File: config.mk
export PLATFORM = sky130hd
export DESIGN_NAME = bp_be_issue_queue
export DESIGN_NICKNAME = d
export VERILOG_FILES = /design/src/rtl/bp_be_pkg.sv /design/src/rtl/bp_be_issue_queue_mem.sv /design/src/rtl/bp_be_issue_queue.sv
export SDC_FILE = /design/constraint.sdc
export NUM_CORES = 1
export LEC_CHECK = 0
export CORE_ASPECT_RATIO = 0.5
export CORE_MARGIN = 2
export CORE_UTILIZATION = 50
export CTS_CLUSTER_DIAMETER = 40
export CTS_CLUSTER_SIZE = 24
export DETAILED_ROUTE_END_ITERATION = 10
export HOLD_SLACK_MARGIN = 0.06
export MAX_ROUTING_LAYER = met4
export PLACE_DENSITY_LB_ADDON = 0.08
export SETUP_SLACK_MARGIN = 0.15
export SLEW_MARGIN = 20
export SYNTH_ARGS = -nofsm -noshare
export SYNTH_HDL_FRONTEND = slang
export SYNTH_SLANG_ARGS = --single-unit
File: constraint.sdc
create_clock -name clk_i -period 9.4 [get_ports clk_i]
set_input_delay 2.82 -clock clk_i [delete_from_list [all_inputs] [get_ports clk_i]]
set_output_delay 2.82 -clock clk_i [all_outputs]
set_load 0.03 [all_outputs]
File: src/rtl/bp_be_pkg.sv
// rtl/bp_be_pkg.sv - shared types for the backend issue queue
package bp_be_pkg;

    localparam int bp_be_vaddr_width_gp = 39;

    typedef enum logic [2:0] {
        e_instr_misaligned   = 3'd0,
        e_itlb_miss          = 3'd1,
        e_instr_page_fault   = 3'd2,
        e_instr_access_fault = 3'd3,
        e_icache_miss        = 3'd4
    } bp_fe_exception_code_e;

    typedef struct packed {
        logic [31:0]                     instr;
        logic [bp_be_vaddr_width_gp-1:0] pc;
        logic                            exc_v;
        logic [2:0]                      exc;
    } bp_be_issue_pkt_s;

endpackage

`define BP_BE_ISSUE_PKT_WIDTH(vaddr_width_mp) (32 + (vaddr_width_mp) + 1 + 3)

File: src/rtl/bp_be_issue_queue_mem.sv
// rtl/bp_be_issue_queue_mem.sv - packet storage, one sync write port and one async read port
module bp_be_issue_queue_mem #(
    parameter int els_p   = 8,
    parameter int width_p = 75
) (
    input  logic                     clk_i,
    input  logic                     w_v_i,
    input  logic [$clog2(els_p)-1:0] w_addr_i,
    input  logic [width_p-1:0]       w_data_i,
    input  logic [$clog2(els_p)-1:0] r_addr_i,
    output logic [width_p-1:0]       r_data_o
);

    logic [width_p-1:0] r_mem [els_p];

    always_ff @(posedge clk_i) begin
        if (w_v_i) begin
            r_mem[w_addr_i] <= w_data_i;
        end
    end

    assign r_data_o = r_mem[r_addr_i];

endmodule

File: src/rtl/bp_be_issue_queue.sv
// rtl/bp_be_issue_queue.sv - speculative fetch-to-decode queue with commit pointer and replay
module bp_be_issue_queue
    import bp_be_pkg::*;
#(
    parameter int els_p         = 8,
    parameter int vaddr_width_p = 39
) (
    input  logic                     clk_i,
    input  logic                     reset_n_i,
    input  logic                     enq_v_i,
    output logic                     enq_ready_o,
    input  logic [31:0]              enq_instr_i,
    input  logic [vaddr_width_p-1:0] enq_pc_i,
    input  logic                     enq_exc_v_i,
    input  logic [2:0]               enq_exc_i,
    output logic                     deq_v_o,
    input  logic                     deq_yumi_i,
    output logic [31:0]              deq_instr_o,
    output logic [vaddr_width_p-1:0] deq_pc_o,
    output logic                     deq_exc_v_o,
    output logic [2:0]               deq_exc_o,
    input  logic                     cmt_v_i,
    input  logic                     roll_v_i,
    input  logic                     clr_v_i,
    output logic                     empty_o,
    output logic                     full_o
);

    localparam int idx_w_lp = $clog2(els_p);
    localparam int ptr_w_lp = idx_w_lp + 1;
    localparam int pkt_w_lp = `BP_BE_ISSUE_PKT_WIDTH(vaddr_width_p);

    logic [ptr_w_lp-1:0] r_wptr, r_rptr, r_cptr;
    logic [ptr_w_lp-1:0] w_cptr_cmt;
    logic                w_full, w_empty, w_enq, w_deq, w_cmt;
    logic [pkt_w_lp-1:0] w_rdata;

    // Full is measured against the commit pointer: read-but-uncommitted slots are still owned.
    assign w_full  = (r_wptr[idx_w_lp-1:0] == r_cptr[idx_w_lp-1:0])
                   & (r_wptr[idx_w_lp] != r_cptr[idx_w_lp]);
    assign w_empty = (r_wptr == r_rptr);

    assign enq_ready_o = ~w_full & ~clr_v_i & reset_n_i;
    assign deq_v_o     = ~w_empty & ~roll_v_i & ~clr_v_i;
    assign empty_o     = w_empty;
    assign full_o      = w_full;

    assign w_enq      = enq_v_i & enq_ready_o;
    assign w_deq      = deq_yumi_i & deq_v_o;
    assign w_cmt      = cmt_v_i & (r_cptr != r_rptr);
    assign w_cptr_cmt = r_cptr + ptr_w_lp'(w_cmt);

    always_ff @(posedge clk_i or negedge reset_n_i) begin
        if (!reset_n_i) begin
            r_wptr <= '0;
            r_rptr <= '0;
            r_cptr <= '0;
        end else if (clr_v_i) begin
            r_rptr <= r_wptr;
            r_cptr <= r_wptr;
        end else begin
            r_wptr <= r_wptr + ptr_w_lp'(w_enq);
            r_cptr <= w_cptr_cmt;
            r_rptr <= roll_v_i ? w_cptr_cmt : (r_rptr + ptr_w_lp'(w_deq));
        end
    end

    bp_be_issue_queue_mem #(
        .els_p   (els_p),
        .width_p (pkt_w_lp)
    ) u_mem (
        .clk_i    (clk_i),
        .w_v_i    (w_enq),
        .w_addr_i (r_wptr[idx_w_lp-1:0]),
        .w_data_i ({enq_instr_i, enq_pc_i, enq_exc_v_i, enq_exc_i}),
        .r_addr_i (r_rptr[idx_w_lp-1:0]),
        .r_data_o (w_rdata)
    );

    assign {deq_instr_o, deq_pc_o, deq_exc_v_o, deq_exc_o} = w_rdata;

    a_deq_legal: assert property (@(posedge clk_i) disable iff (!reset_n_i)
        !(deq_yumi_i && !deq_v_o))
        else $error("deq_yumi_i asserted without deq_v_o");

    a_cmt_legal: assert property (@(posedge clk_i) disable iff (!reset_n_i)
        !(cmt_v_i && !clr_v_i && (r_cptr == r_rptr)))
        else $error("cmt_v_i with no read-but-uncommitted packet");

endmodule

## Word-level counts from Yosys, hierarchy flattened

Memories as Yosys holds them, arrays and structs flattened.
Cells that the tools add are included.

| word-level totals | value |
|---|---|
| register bits after elaboration | 12 |
| RAM bits | 600 |
| input port bits | 82 |
| output and inout port bits | 79 |
| word-level logic and storage cells | 28 |
| memories | 1 |

| operators by class | value |
|---|---|
| $add $sub $neg | 3 |
| equal/unequal tests | 4 |
| multiplexer cells | 5 |
| bitwise logic cells | 12 |

Memories:

| name | words | width | read ports | clocked after memory_dff | write ports | line | RTL |
|---|---|---|---|---|---|---|---|
| u_mem.r_mem | 8 | 75 | 1 | 0 | 1 | bp_be_issue_queue_mem.sv:14 | `logic [width_p-1:0] r_mem [els_p];` |

Operators with widths:

| cell | count |
|---|---|
| 4-bit by 1-bit adder with 4-bit output | 3 |
| 4-bit two-way mux | 3 |
| 1-bit AND | 8 |
| 4-bit == test | 1 |
| 4-bit != test | 1 |
| 1-bit inverter | 4 |
| 3-bit == test | 1 |
| 1-bit two-way mux | 2 |
| 1-bit != test | 1 |

## Logic depth before layout (Yosys ltp)

| logic depth | value |
|---|---|
| depth after elaboration | 8 |
| mapped depth | 11 |
| gate-level depth less buffers | 8 |

## By module

Synthesis repeated with hierarchy kept, for this count alone.

| second synthesis, totals | value |
|---|---|
| cells, all modules | 954 |
| area, all modules | 23343.6 sq um |

Modules (own cells, without submodules):

| module | instances | cells an instance | area each (sq um) | seq. area each (sq um) |
|---|---|---|---|---|
| bp_be_issue_queue_mem | 1 | 880 | 22547.9 | 18017.3 |
| bp_be_issue_queue | 1 | 74 | 795.8 | 300.3 |

## Least setup slack after synthesis

No wires, ideal clock.

| path | value |
|---|---|
| path type | input port to flip-flop |
| start point | in clr_v_i |
| end point | mem u_mem.r_mem[7][0], enable pin |
| library setup time | 720 ps |
| arrival | 10999 ps |
| required time | 8680 ps |
| setup slack | -2319 ps |
| stages on the path | 3 |
| path buffers | 2 |
| cell sequence | clkbuf_1 -> clkbuf_1 -> nor4b_1 |

| between the ends | value |
|---|---|
| cells in the longest elaborated chain, start to end | 6 |

RTL lines:

| element | line | RTL |
|---|---|---|
| start: declaration | bp_be_issue_queue.sv:24 | `input logic clr_v_i,` |
| 1-bit inverter | bp_be_issue_queue.sv:43 | `assign enq_ready_o = ~w_full & ~clr_v_i & reset_n_i;` |
| 1-bit AND (2 in series) | bp_be_issue_queue.sv:43 |  |
| 1-bit AND | bp_be_issue_queue.sv:48 | `assign w_enq = enq_v_i & enq_ready_o;` |
| 1-bit two-way mux | bp_be_issue_queue_mem.sv:17 | `if (w_v_i) begin` |
| 1-bit two-way mux (implied by the code) | bp_be_issue_queue_mem.sv:18 | `r_mem[w_addr_i] <= w_data_i;` |
| end: declaration | bp_be_issue_queue_mem.sv:14 |  |

No other way between the ends.

## Final worst setup path

| path | value |
|---|---|
| start point | in reset_n_i |
| end point | out enq_ready_o |

| between the ends | value |
|---|---|
| cells in the longest elaborated chain, start to end | 1 |

RTL lines:

| element | line | RTL |
|---|---|---|
| start: declaration | bp_be_issue_queue.sv:9 | `input logic reset_n_i,` |
| 1-bit AND | bp_be_issue_queue.sv:43 |  |
| end: declaration | bp_be_issue_queue.sv:11 | `output logic enq_ready_o,` |

No other way between the ends.

==> key figures <==
Placed design
  • Inst Count DP: about 1700
  • GPL Wtd Cong: 0.758
  • PortBufs: 160
  • HPWL Detailed: around 23000 microns

Route
  • DR pass1 iterations: 5
  • Final ANT Viol Nets: 0
  • Routed length per instance: around 24 microns
  • DRT Wirelength: 43700 microns
  • Drt via density: approximately 5.6
  • Drt first-iter violations: 641
  • Vias: just over 10000
  • Post-route DRC: 0

Power
  • Worst vdd ir: ~0.00016 V
  • Power density cells: approximately 280 mW/mm^2
  • LEAKAGE: about 8.5 nW

CTS
  • CTS tree: yes
  • Skew-Pair Late Insertion Delay: 0.58 ns
  • CTS clk-pin slew, worst paths: approximately 0.070 ns
  • CTS buffer count: 43
  • Post_cts resized: 0
  • H-tree Lvls: 2
  • CTS Sinks: 612
  • Clock root buffer: clkbuf_16
  • Clk buf depth: 3
  • Hold Buf Count CTS: 0
  • Number of post-CTS setup repair buffers: 0

Critical path
  • Worst R2R End: r_rptr[3]$_DFF_PN0_
  • Worst reg2reg path depth: 8
  • FF-to-FF Start: r_rptr[2]$_DFF_PN0_
  • Crit Path Max Fanout: 16
  • Flop2flop setup slack: roughly 6 ns
  • CP Class: in -> out
  • Required @ worst endpoint: ~6.6 ns
  • Worst setup EP type: output pin
  • WP data arrival: 4.45 ns
  • CP startpoint kind: input port

Logic synthesis
  • Async set-reset flop share out of synthesis: 0.0196
  • Most common cell in the netlist: edfxtp_1
  • Synth Register Bits: 612
  • Syn Area/Cell: around 24 sq um
  • Most used DFF post-synth: edfxtp_1
  • Syn Inst Count: roughly 960
  • Syn nets: between 1000 and 1500
  • Post-synthesis sequential area ratio: 0.784
  • Synth area leader: edfxtp_1
  • Top area cells in the synthesized netlist: edfxtp_1 (77%), mux4_2 (14%), mux2_2 (3.8%)
  • Post-synth top area share: 0.771
  • Top cells by count, synth: edfxtp_1 (600), mux4_2 (150), mux2_2 (78), clkbuf_1 (21), buf_2 (18)
  • Ys Warns: 0
  • Mapped cell area: between 0.02 and 0.025 sq mm
  • Post-synth cell types: 29
  • Post-synth EDFFs: 600

Worst hold path
  • HP Start: r_wptr[3]$_DFFE_PN0N_
  • Hold path depth: 1
  • Hold crit path type: reg -> reg
  • Hold Path End: r_wptr[3]$_DFFE_PN0N_

Die
  • Initial Util: 0.512
  • I/O pin count: between 150 and 200
  • DIE WIDTH: approximately 310 microns
  • DIE AREA: around 0.049 sq mm
  • Placeable Area: roughly 0.046 sq mm
  • Chip Height: around 160 microns
  • Num rows: 55

Layout
  • Fin nets: around 1200
  • Multi-input logic area: between 0.004 and 0.005 sq mm
  • Fill count: between 3000 and 4000
  • Final std cells w/o fill: around 1800
  • Layout cell share with drive strength beyond 1: 0.291
  • Seq. cell area: between 0.015 and 0.02 sq mm
  • Area growth, synth to finish: 17.0%

STA
  • Tmin final: about 7.3 ns
  • Setup TNS: 0 ns
  • Period Utilization, post-route: 0.773
  • RSZ-0062 raised after global routing: false
  • Worst-margin pin slew: 0.999 ns
  • Final slew viol count: 0
  • Final Hold Viols: 0
  • Final setup fails: 0
  • Slew headroom: 0.332
  • Clock skew: ~0.018 ns
  • F_max: 138 MHz

GRT
  • Total global-route track usage: 0.193
  • Overflow after GRT: 0
  • First-pass GRT wire length: around 67000 microns
  • Vias in the first global route: 10900
  • Largest net degree at the start of global routing: 100
  • Initial antenna violation count: 2

Status
  • Outcome: finished clean

Run
  • Max cap viols: 0
-- through the flow --
step	area, sq um	total power, mW	setup slack (ns)	hold slack (ns)	util
4_1_cts	27300	7.74	2.09	0.670	0.598
3_5_place_dp	25800	5.73	2.12	0.658	0.565
5_1_grt	27300	7.94	1.98	0.723	0.599
6_report	27300	7.60	2.13	0.672	0.599
3_3_place_gp	25800	5.71	2.16	0.634	0.565
2_1_floorplan	23400	4.93	-2.26	0.533	-
-- cells in the final DEF (no fill, tap or decap), types with 2 or more instances in the layout --
cell and n:
clkinv_4 2, nor4_2 4, dfrtp_1 9, ha_1 6, clkinv_2 2, clkbuf_1 2
nand3_1 2, inv_8 5, nor4b_2 2, bufinv_16 4, diode_2 2, mux4_2 150
o21ai_0 7, clkinv_1 2, clkinvlp_4 3, nand4b_1 2, clkdlybuf4s50_1 160, xnor2_1 4
clkinv_8 7, nand2_1 4, nor3_1 3, buf_12 5, clkbuf_16 45, dfrtp_4 3
buf_4 18, inv_6 6, nor3b_1 2, inv_1 4, edfxtp_1 600, mux2i_1 3
xor2_1 13, mux2_2 78
-- final cells by class --
class | count | area share
diodes | 2 | 0.000183
clock buffers | 47 | 0.0414
clock inverters | 31 | 0.0146
inverters | 4 | 0.000549
multi-input cells | 292 | 0.177
flip-flops and latches | 612 | 0.670
well taps | 627 | 0.0287
repair buffers | 184 | 0.0676
-- sequential cells by signal, summed over array words and instances, names as in the netlist --
signal,count
r_wptr,4
r_cptr,4
u_mem.r_mem,600
r_rptr,4
-- power by group --
part	internal, mW	switching (mW)	leakage [nW]	total, mW
logic	1.20	1.16	2.17	2.36
clock network	1.03	0.966	0.739	2.00
registers	3.08	0.174	5.56	3.25
-- per-layer routing --
layer | GRT usage | vias to the layer above | wire length (microns)
li1 | - | 4471 | -
met1 | 0.251 | 5488 | 18900
met2 | 0.327 | 152 | 22600
met3 | 0.0320 | 45 | 1570
met4 | 0.0375 | 0 | 595
met5 | - | - | 0
-- cells by family after synthesis --
| kind of cell | share of synthesized area |
|---|---|
| simple gates | 0.00824 |
| xor+xnor | 0.00637 |
| flops | 0.784 |
| fa+ha+maj | 0.00321 |
| mux | 0.183 |
| buf+inv | 0.0127 |
| compound gates | 0.00241 |
-- worst max-delay path, cell delays in order --
cell and delay [ns]:
clkdlybuf4s50_1 0.46, buf_4 0.22, nor3b_1 0.23, clkdlybuf4s50_1 0.71
-- how the worst max path moves through the flow --
stage / slack (ns) / cells after the start / to / from
floorplan: -2.26 / 3 / u_mem.r_mem[5][0]$_DFFE_PP_ / clr_v_i
global placement: 2.16 / 4 / enq_ready_o / reset_n_i
detailed placement: 2.12 / 4 / enq_ready_o / reset_n_i
CTS: 2.09 / 4 / enq_ready_o / reset_n_i
global route: 1.98 / 4 / enq_ready_o / reset_n_i
finish: 2.13 / 4 / enq_ready_o / reset_n_i
Power figures use the tool's default switching activity.
